`config.mk`:
```
export PLATFORM = sky130hd
export DESIGN_NAME = ysyx_040729_clint
export DESIGN_NICKNAME = d
export VERILOG_FILES = /design/src/rtl/ysyx_040729_clint.sv
export SDC_FILE = /design/constraint.sdc
export NUM_CORES = 1
export LEC_CHECK = 0
export ABC_AREA = 0
export CAP_MARGIN = 20
export CORE_MARGIN = 3
export CORE_UTILIZATION = 35
export DETAILED_ROUTE_END_ITERATION = 6
export GPL_TIMING_DRIVEN = 0
export PLACE_DENSITY = 0.62
export SLEW_MARGIN = 25
export SYNTH_ARGS = -nofsm -noshare
export SYNTH_HDL_FRONTEND = slang
export SYNTH_SLANG_ARGS = --single-unit
```
`constraint.sdc`:
```
create_clock -name clock -period 5.1 [get_ports clock]
set_clock_uncertainty 0.15 [all_clocks]
set_input_delay 1.02 -clock clock [delete_from_list [all_inputs] [get_ports clock]]
set_output_delay 1.02 -clock clock [all_outputs]
set_load 0.02 [all_outputs]
```
`src/rtl/ysyx_040729_clint.sv`:
```
// Core-local interruptor: mtime/mtimecmp/msip behind a one-outstanding request/response port.
// Optional CLINT_DEBUG_HALT_EN adds a debug_halt input that freezes the prescaler and mtime.
module ysyx_040729_clint #(
  parameter int                    DATA_WIDTH = 64,
  parameter logic [DATA_WIDTH-1:0] BASE_ADDR  = 64'h0000_0000_0200_0000,
  parameter int                    TICK_DIV   = 1
) (
  input  logic                      clock,
  input  logic                      reset,
`ifdef CLINT_DEBUG_HALT_EN
  input  logic                      debug_halt,
`endif
  input  logic                      req_valid,
  output logic                      req_ready,
  input  logic [DATA_WIDTH-1:0]     req_addr,
  input  logic                      req_wen,
  input  logic [DATA_WIDTH-1:0]     req_wdata,
  input  logic [DATA_WIDTH/8-1:0]   req_wstrb,
  output logic                      resp_valid,
  input  logic                      resp_ready,
  output logic [DATA_WIDTH-1:0]     resp_rdata,
  output logic                      resp_err,
  output logic                      tirp_o,
  output logic                      sirp_o,
  output logic                      dbg_state
);

  localparam int SW = DATA_WIDTH / 8;
  localparam logic [DATA_WIDTH-1:0] OFF_MSIP     = '0;
  localparam logic [DATA_WIDTH-1:0] OFF_MTIMECMP = DATA_WIDTH'(17'h0_4000);
  localparam logic [DATA_WIDTH-1:0] OFF_MTIME    = DATA_WIDTH'(17'h0_bff8);
  localparam logic [DATA_WIDTH-1:0] WIN_SIZE     = DATA_WIDTH'(17'h1_0000);

  // Handshake: a request transfers on a rising edge where req_valid && req_ready;
  // a response transfers on a rising edge where resp_valid && resp_ready.
  typedef enum logic {IDLE = 1'b0, RESP = 1'b1} state_t;
  state_t state, state_d;

  logic [DATA_WIDTH-1:0] mtime, mtimecmp, mtime_inc, mtime_d;
  logic [DATA_WIDTH-1:0] offset, wmask, rdata_sel;
  logic [15:0]           presc;
  logic                  msip, run, tick;
  logic                  in_win, aligned, sel_msip, sel_cmp, sel_time, dec_err;
  logic                  accept, wr_msip, wr_cmp, wr_time;

  assign offset   = req_addr - BASE_ADDR;
  assign in_win   = (req_addr >= BASE_ADDR) && (offset < WIN_SIZE);
  assign aligned  = (req_addr[2:0] == 3'b000);
  assign sel_msip = in_win && aligned && (offset == OFF_MSIP);
  assign sel_cmp  = in_win && aligned && (offset == OFF_MTIMECMP);
  assign sel_time = in_win && aligned && (offset == OFF_MTIME);
  assign dec_err  = !(sel_msip || sel_cmp || sel_time);

  assign accept  = (state == IDLE) && req_valid;
  assign wr_msip = accept && req_wen && sel_msip;
  assign wr_cmp  = accept && req_wen && sel_cmp;
  assign wr_time = accept && req_wen && sel_time;

  always_comb begin
    wmask = '0;
    for (int i = 0; i < SW; i++) wmask[8*i +: 8] = {8{req_wstrb[i]}};
  end

`ifdef CLINT_DEBUG_HALT_EN
  assign run = !debug_halt;
`else
  assign run = 1'b1;
`endif

  // Terminal count of the prescaler; with TICK_DIV=1 the counter sits at 0 and ticks every cycle.
  assign tick      = run && (presc == 16'(TICK_DIV - 1));
  assign mtime_inc = mtime + {{(DATA_WIDTH-1){1'b0}}, tick};
  // Written bytes win over the tick; unwritten bytes still advance.
  assign mtime_d   = wr_time ? ((req_wdata & wmask) | (mtime_inc & ~wmask)) : mtime_inc;

  always_comb begin
    rdata_sel = '0;
    if (sel_msip)      rdata_sel = {{(DATA_WIDTH-1){1'b0}}, msip};
    else if (sel_cmp)  rdata_sel = mtimecmp;
    else if (sel_time) rdata_sel = mtime;
  end

  always_comb begin
    state_d = state;
    case (state)
      IDLE:    if (req_valid)  state_d = RESP;
      RESP:    if (resp_ready) state_d = IDLE;
      default: state_d = IDLE;
    endcase
  end

  always_ff @(posedge clock or negedge reset) begin
    if (!reset) state <= IDLE;
    else        state <= state_d;
  end

  assign req_ready  = (state == IDLE);
  assign resp_valid = (state == RESP);
  assign dbg_state  = state;

  always_ff @(posedge clock or negedge reset) begin
    if (!reset) begin
      presc <= '0;
    end else if (wr_time) begin
      presc <= '0;
    end else if (run) begin
      presc <= tick ? 16'd0 : presc + 16'd1;
    end
  end

  always_ff @(posedge clock or negedge reset) begin
    if (!reset) begin
      mtime    <= '0;
      mtimecmp <= '1;
      msip     <= 1'b0;
      tirp_o   <= 1'b0;
    end else begin
      mtime  <= mtime_d;
      tirp_o <= (mtime >= mtimecmp);
      if (wr_cmp)                  mtimecmp <= (req_wdata & wmask) | (mtimecmp & ~wmask);
      if (wr_msip && req_wstrb[0]) msip     <= req_wdata[0];
    end
  end

  assign sirp_o = msip;

  // Read data is taken from pre-write register values at the accepting edge.
  always_ff @(posedge clock or negedge reset) begin
    if (!reset) begin
      resp_rdata <= '0;
      resp_err   <= 1'b0;
    end else if (accept) begin
      resp_rdata <= req_wen ? '0 : rdata_sel;
      resp_err   <= dec_err;
    end
  end

endmodule

```
### Yosys cells after proc, flatten, opt, wreduce, memory -nomap -nowiden

Index checks and enable logic that the tools add are counted.

| word-level totals | value |
|---|---|
| flip-flop bits (word level) | 212 |
| latch bits | 0 |
| memory bits (writable) | 0 |
| ROM bits | 0 |
| bits of input ports | 141 |
| output and inout bits | 70 |
| logic and storage cells | 50 |
| memories | 0 |

| operators by class | value |
|---|---|
| add/sub/neg operators | 3 |
| multipliers | 0 |
| divide/modulo/power cells | 0 |
| order comparisons | 3 |
| equality and inequality tests | 2 |
| shifts and indexed selects | 0 |
| muxes and demuxes | 10 |
| bitwise operators | 7 |
| reductions and logical operators | 17 |

Operators with widths:

| kind | count |
|---|---|
| 64-bit two-way mux | 5 |
| 64-bit AND | 3 |
| 64-bit OR | 2 |
| 64-bit by 1-bit adder with 64-bit output | 1 |
| 64-bit by 15-bit == test with 1-bit output, second input constant | 1 |
| 64-bit by 16-bit == test with 1-bit output, second input constant | 1 |
| 64-bit by 26-bit >= comparator with 1-bit output, second input constant | 1 |
| 64-bit >= comparator | 1 |
| 64-bit zero test | 1 |
| 64-bit by 17-bit less-than comparator with 1-bit output, second input constant | 1 |
| 64-bit inverter | 1 |
| 64-bit by 26-bit subtractor with 64-bit output, second input constant | 1 |
| 16-bit two-way mux | 2 |
| 16-bit by 1-bit adder with 16-bit output, second input constant | 1 |
| 16-bit zero test | 1 |
| 1-bit logical AND | 11 |
| 3-bit zero test | 1 |
| 1-bit logical OR | 2 |
| 1-bit two-way mux | 2 |
| 1-bit case mux with 2 select lines | 1 |
| 1-bit zero test | 1 |
| 1-bit inverter | 1 |

### Logic depth before layout (Yosys ltp)

Gate-level depths: netlist of run 1.

| logic depth | value |
|---|---|
| depth in word-level cells | 9 |
| depth in mapped cells | 13 |
| gate-level depth less buffers | 13 |

### Least setup slack after synthesis of run 1

No wires, ideal clock.

| path | value |
|---|---|
| path type | in2reg |
| start point | input req_addr[61] |
| end point | register with a tool-made name |
| setup time | 85 ps |
| arrival time | 3984 ps |
| data required time | 4865 ps |
| path slack | 881 ps |
| stages on the path | 10 |
| buffers on the path | 2 |
| path through | or4_1 > or4b_1 > a2111oi_2 > a21oi_1 > or4_4 > and4bb_2 > buf_4 > nor2b_1 > buf_4 > mux2_1 |

RTL lines:

| what | RTL line | source |
|---|---|---|
| from (decl) | 15 | `input logic [DATA_WIDTH-1:0] req_addr,` |

==> results.toml, run 1 <==
[floorplanning]
ioPinCount = 211
die_h_um = 192
die-area_sq_um = 36800
start_util = 0.358
chipWidth_um = 192
coreArea_sq_um = 33800
fp-row-count = 67

[yosys]
synthesis.instances = 1186
yosysTopAreaCell = "dfrtp_1"
synth-seq-cells = 212
netlist_area_sq_um = 12100
ys_types = 52
synth_top_area_frac = 0.307
synth_fp_nets = 1396
synth_ff_type = "dfrtp_1"
synthTopCellsByArea = "dfrtp_1, dfstp_2, mux2_2"
synth_area_per_cell_sq_um = 10.2
yosysWarnings = 0
seq_area_frac_synth = 0.446
async_reset_ff_frac = 1.00
synth_edf_count = 0

[global_route]
gr-max-usage-layer = "met2"
grt.met3_usage = 0.0237
grt_overflow_total = 0
use_met1 = 0.259
track_usage = 0.188
grt_start_max_net_pins = 88
gr-usage-met2 = 0.316
antenna_found_initial = 2
grt_pass1_vias = 10100
grt_pass1_wl_mm = 55.4

[clock_network]
cts_tree = "built"
holdBufCountCts = 0
clock-sinks = 212
cts_max_level = 1
cts_buffers = 25
cts_buffer_depth = 3
clockRootBuffer = "clkbuf_16"
insertion_delay_ps = 520
path_clk_slew_ps = 60

[route]
post_drt_wl_per_cell_um = 18.2
drtAntennaViolNets = 0
drc_errors = 0
drt_pass1_iterations = 5
routed_wl_mm = 34.5
drtIter0Drc = 472
vias_per_cell = 5.22
via_count = 9897

[timing]
fmax_ghz = 0.209
slew_viol_final = 0
worst_pin_slew_ps = 1040
slew_headroom = 0.304
finalCriticalPeriod_ps = 4790
finalHoldViolCount = 0
fin_hold_ws_ps = 240
fin_crit_sh = 0.938
layout_setup_ws_ps = 314
finalSetupViolations = 0
final.setup.tns_ps = 0
rsz0062_at_grt = "no"

[critical_path]
path_max_fanout = 10
path_class = "in2reg"
crit_arrival_ps = 5070
crit_required_ps = 5390
cp-end-kind = "flop"
ff2ff_path_depth = 12
startpoint_type = "input port"

[worst_hold_path]
hold_path_class = "in2async"

[cells_and_area]
layout_common_cells = "clkdlybuf4s50_1, dfrtp_1, mux2_2"
finalInstanceArea_sq_um = 15600
nets = 1639
drive_gt1_frac = 0.178
area_delta_synth_final_pct = 29.4
fill_cells = 3205
final_common_cell = "clkdlybuf4s50_1"

[pwr]
pwr-share-clk = 0.468
p_per_area_nw_per_um2 = 235
internal_power_w = 0.00282
power.switching_w = 0.000845
p_leak_nw = 6.47
comb_power_share = 0.071
irDropWorstVdd_v = 0.000232
swShare = 0.230
seq_power_share = 0.461

[run]
maxCapViolCount = 0

[placement]
io_buffer_count = 210
gp_congestion = 0.839
dp_slack_ps = -690
post-dp-hpwl_mm = 26.1
place_area_sq_um = 14800

[run_status]
outcome = "finished clean"
## cells by family after synthesis
group / after synthesis / share of synthesized area
xor+xnor: 82 / 0.0595
compound gates: 208 / 0.110
flops: 212 / 0.446
simple gates: 363 / 0.154
fa+ha+maj: 69 / 0.0715
buf+inv: 128 / 0.0430
mux: 124 / 0.116
## stage by stage
step	utilization	cells	total power (W)
2_1_floorplan	-	1186	0.00177
3_3_place_gp	0.436	1844	0.00197
3_5_place_dp	0.439	1847	0.00198
4_1_cts	0.462	1895	0.00372
5_1_grt	0.463	1896	0.00382
6_report	0.463	1896	0.00367
## cell type report
cell class / count / area (sq um) / area share
clock buffers: 35 / 663 / 0.0424
multi-input cells: 846 / 6200 / 0.396
diodes: 1 / 2.50 / 0.000160
repair buffers: 216 / 2190 / 0.140
well taps: 448 / 561 / 0.0359
clock inverters: 10 / 110 / 0.00704
flip-flops and latches: 212 / 5390 / 0.345
inverters: 83 / 312 / 0.0199
plain buffers: 45 / 208 / 0.0133
## critical path: stages
cell,delay [ps]
clkdlybuf4s50_1,490
nor4_1,620
nand4_1,330
or4_1,600
o2bb2ai_1,160
nor4_2,380
and4bb_2,500
buf_4,280
nor2b_1,150
buf_4,190
mux2_1,340
## per-layer routing
| layer | up-vias | share of wire |
|---|---|---|
| met4 | 2 | 0.020 |
| met2 | 214 | 0.49 |
| met1 | 4866 | 0.44 |
| met5 | - | 0.00038 |
| met3 | 41 | 0.049 |
| li1 | 4774 | - |
## path summary, 6_finish.rpt
path	start	end	slack, ps
min	reset	resp_rdata[36]	240
min reg2reg	resp_rdata[18]	resp_rdata[18]	320
max	req_addr[27]	flop	310
max in group asynchronous	reset	asynchronous set/reset pin	3750
min in group clock	resp_rdata[18]	resp_rdata[18]	320
max reg2reg	presc[11]	mtime[58]	650
## power by group through the flow
| stage | Combinational [W] | Clock [W] | Sequential [W] |
|---|---|---|---|
| final | 0.000262 | 0.00172 | 0.00169 |
| after global routing | 0.000285 | 0.00185 | 0.00169 |
| after CTS | 0.000266 | 0.00177 | 0.00169 |
| after detailed placement | 0.000263 | 0 | 0.00172 |
| after global placement | 0.000255 | 0 | 0.00172 |
| after floorplan | 0.0000483 | 0 | 0.00172 |
## cells in the mapped netlist, types with 5 or more instances
cell and n:
and4_1 7, mux2_2 116, a21o_1 22, nor2b_1 5
or3_1 6, and3_1 16, mux2_1 8, xor2_1 34
dfrtp_1 148, o21ai_0 79, nand2_1 104, nand4_1 45
ha_1 69, buf_2 22, xnor2_1 48, dfstp_2 64
clkbuf_1 19, a22oi_1 65, nor3_1 23, inv_1 83
or4_1 7, a21oi_1 20, nor2_1 51, nand3_1 51
nor4_1 27
## repair_timing
item	in CTS	in global routing
pin swaps	1	0
buffers inserted	3	0
gates resized for setup	0	2
setup endpoints to repair	28	142
(Power assumes the default switching activity.)
==> inputs of run 2 (changes only) <==
- GPL_ROUTABILITY_DRIVEN: default -> 0
- PLACE_DENSITY: 0.62 -> default
==> results.toml, run 2 (synthesized netlist as in run 1, its figures left out) <==
[pwr]
p_per_area_nw_per_um2 = 241
irDropWorstVdd_v = 0.000210
p_leak_nw = 6.50
power_w = 0.00378

[critical_path]
cp-end-kind = "flop"
crit_required_ps = 5380
path_max_fanout = 10
rrSetupSlack_ps = 790
startpoint_type = "input port"
ff2ff_path_depth = 12
r2r-end = "mtime[58]"
crit_arrival_ps = 5150
r2r_start = "presc[7]"
path_class = "in2reg"

[timing]
slew_viol_final = 0
fin_hold_ws_ps = 308
final.setup.tns_ps = 0
finalHoldViolCount = 0
finalCriticalPeriod_ps = 4860
finalSetupViolations = 0
slew_headroom = 0.319
fin_crit_sh = 0.954
fmax_ghz = 0.206
rsz0062_at_grt = "no"
worst_pin_slew_ps = 995

[clock_network]
clockRootBuffer = "clkbuf_16"
holdBufCountCts = 0
cts_buffer_depth = 3
path_clk_slew_ps = 60
clock-sinks = 212
cts_max_level = 1
insertion_delay_ps = 520
cts_tree = "built"
cts_buffers = 25

[floorplanning]
ioPinCount = 211
die-area_sq_um = 36800
start_util = 0.358
die_h_um = 192
fp-row-count = 67
coreArea_sq_um = 33800
chipWidth_um = 192

[global_route]
grt_overflow_total = 0
grt_pass1_wl_mm = 55.4
grt_start_max_net_pins = 87
antenna_found_initial = 1
track_usage = 0.188
grt_pass1_vias = 10000

[placement]
place_area_sq_um = 14800
io_buffer_count = 210
post-dp-hpwl_mm = 26.3

[cells_and_area]
layout_common_cells = "clkdlybuf4s50_1, dfrtp_1, mux2_2"
seq_area_sq_um = 5390
area_delta_synth_final_pct = 29.9
nets = 1638
drive_gt1_frac = 0.179
final_common_cell = "clkdlybuf4s50_1"
fill_cells = 3228
finalInstanceArea_sq_um = 15700
multi_input_area_sq_um = 6190

[route]
routed_wl_mm = 34.8
vias_per_cell = 5.13
drt_pass1_iterations = 5
via_count = 9723
drtIter0Drc = 528
drtAntennaViolNets = 0
drc_errors = 0
post_drt_wl_per_cell_um = 18.3

[worst_hold_path]
hold_path_class = "in2async"

[run_status]
outcome = "finished clean"

[run]
maxCapViolCount = 0
[run 2: cell type report]
type	count	area share
multi-input cells	846	0.395
flip-flops and latches	212	0.343
repair buffers	215	0.140
clock buffers	35	0.0442
well taps	448	0.0357
inverters	83	0.0199
plain buffers	45	0.0132
clock inverters	11	0.00901
diodes	1	0.000159
[run 2: layer usage]
layer  share of wire  global-route usage
met1            0.46               0.255
met2            0.49               0.322
met3           0.036              0.0235
met4           0.018              0.0415
met5               0                   0
[run 2: worst max-delay path: stages]
cell and delay, ps:
clkdlybuf4s50_1 400, nor4_1 630, nand4_1 290, clkbuf_1 300, a2111oi_2 380, a21oi_1 70
or4_4 560, and4bb_2 520, buf_4 290, nor2b_1 150, buf_4 190, mux2_1 340
[run 2: timing repair]
item | 4_1_cts | 5_1_grt
setup endpoints to repair | 0 | 68
resized for setup | 0 | 1
setup buffers | 0 | 2
[run 2: power by group]
| group | internal, W | total, W | switching, W |
|---|---|---|---|
| Sequential | 0.00169 | 0.00169 | 0.00000169 |
| Combinational | 0.000127 | 0.000263 | 0.000136 |
| Clock | 0.00110 | 0.00182 | 0.000723 |
[run 2: how the worst max path moves through the flow]
stage,startpoint,slack [ps],endpoint
final,req_addr[30],240,flop
after global routing,req_addr[30],30,flop
after CTS,req_addr[30],30,resp_rdata[60]
after detailed placement,req_addr[30],-520,resp_rdata[56]
after global placement,reset,-6250,dbg_state
after floorplan,req_addr[61],880,flop
[run 2: through the flow]
stage          std cells  setup slack, ps   util
4_1_cts             1893             27.9  0.463
3_5_place_dp        1847             -521  0.439
3_3_place_gp        1844            -6250  0.436
6_report            1896              235  0.464
5_1_grt             1896             33.7  0.464
2_1_floorplan       1186              881      -
==> inputs of run 3 (changes only) <==
- CAP_MARGIN: 20 -> default
==> results of run 3 <==
The final DEF is identical to that of run 2; final timing and power are the same.
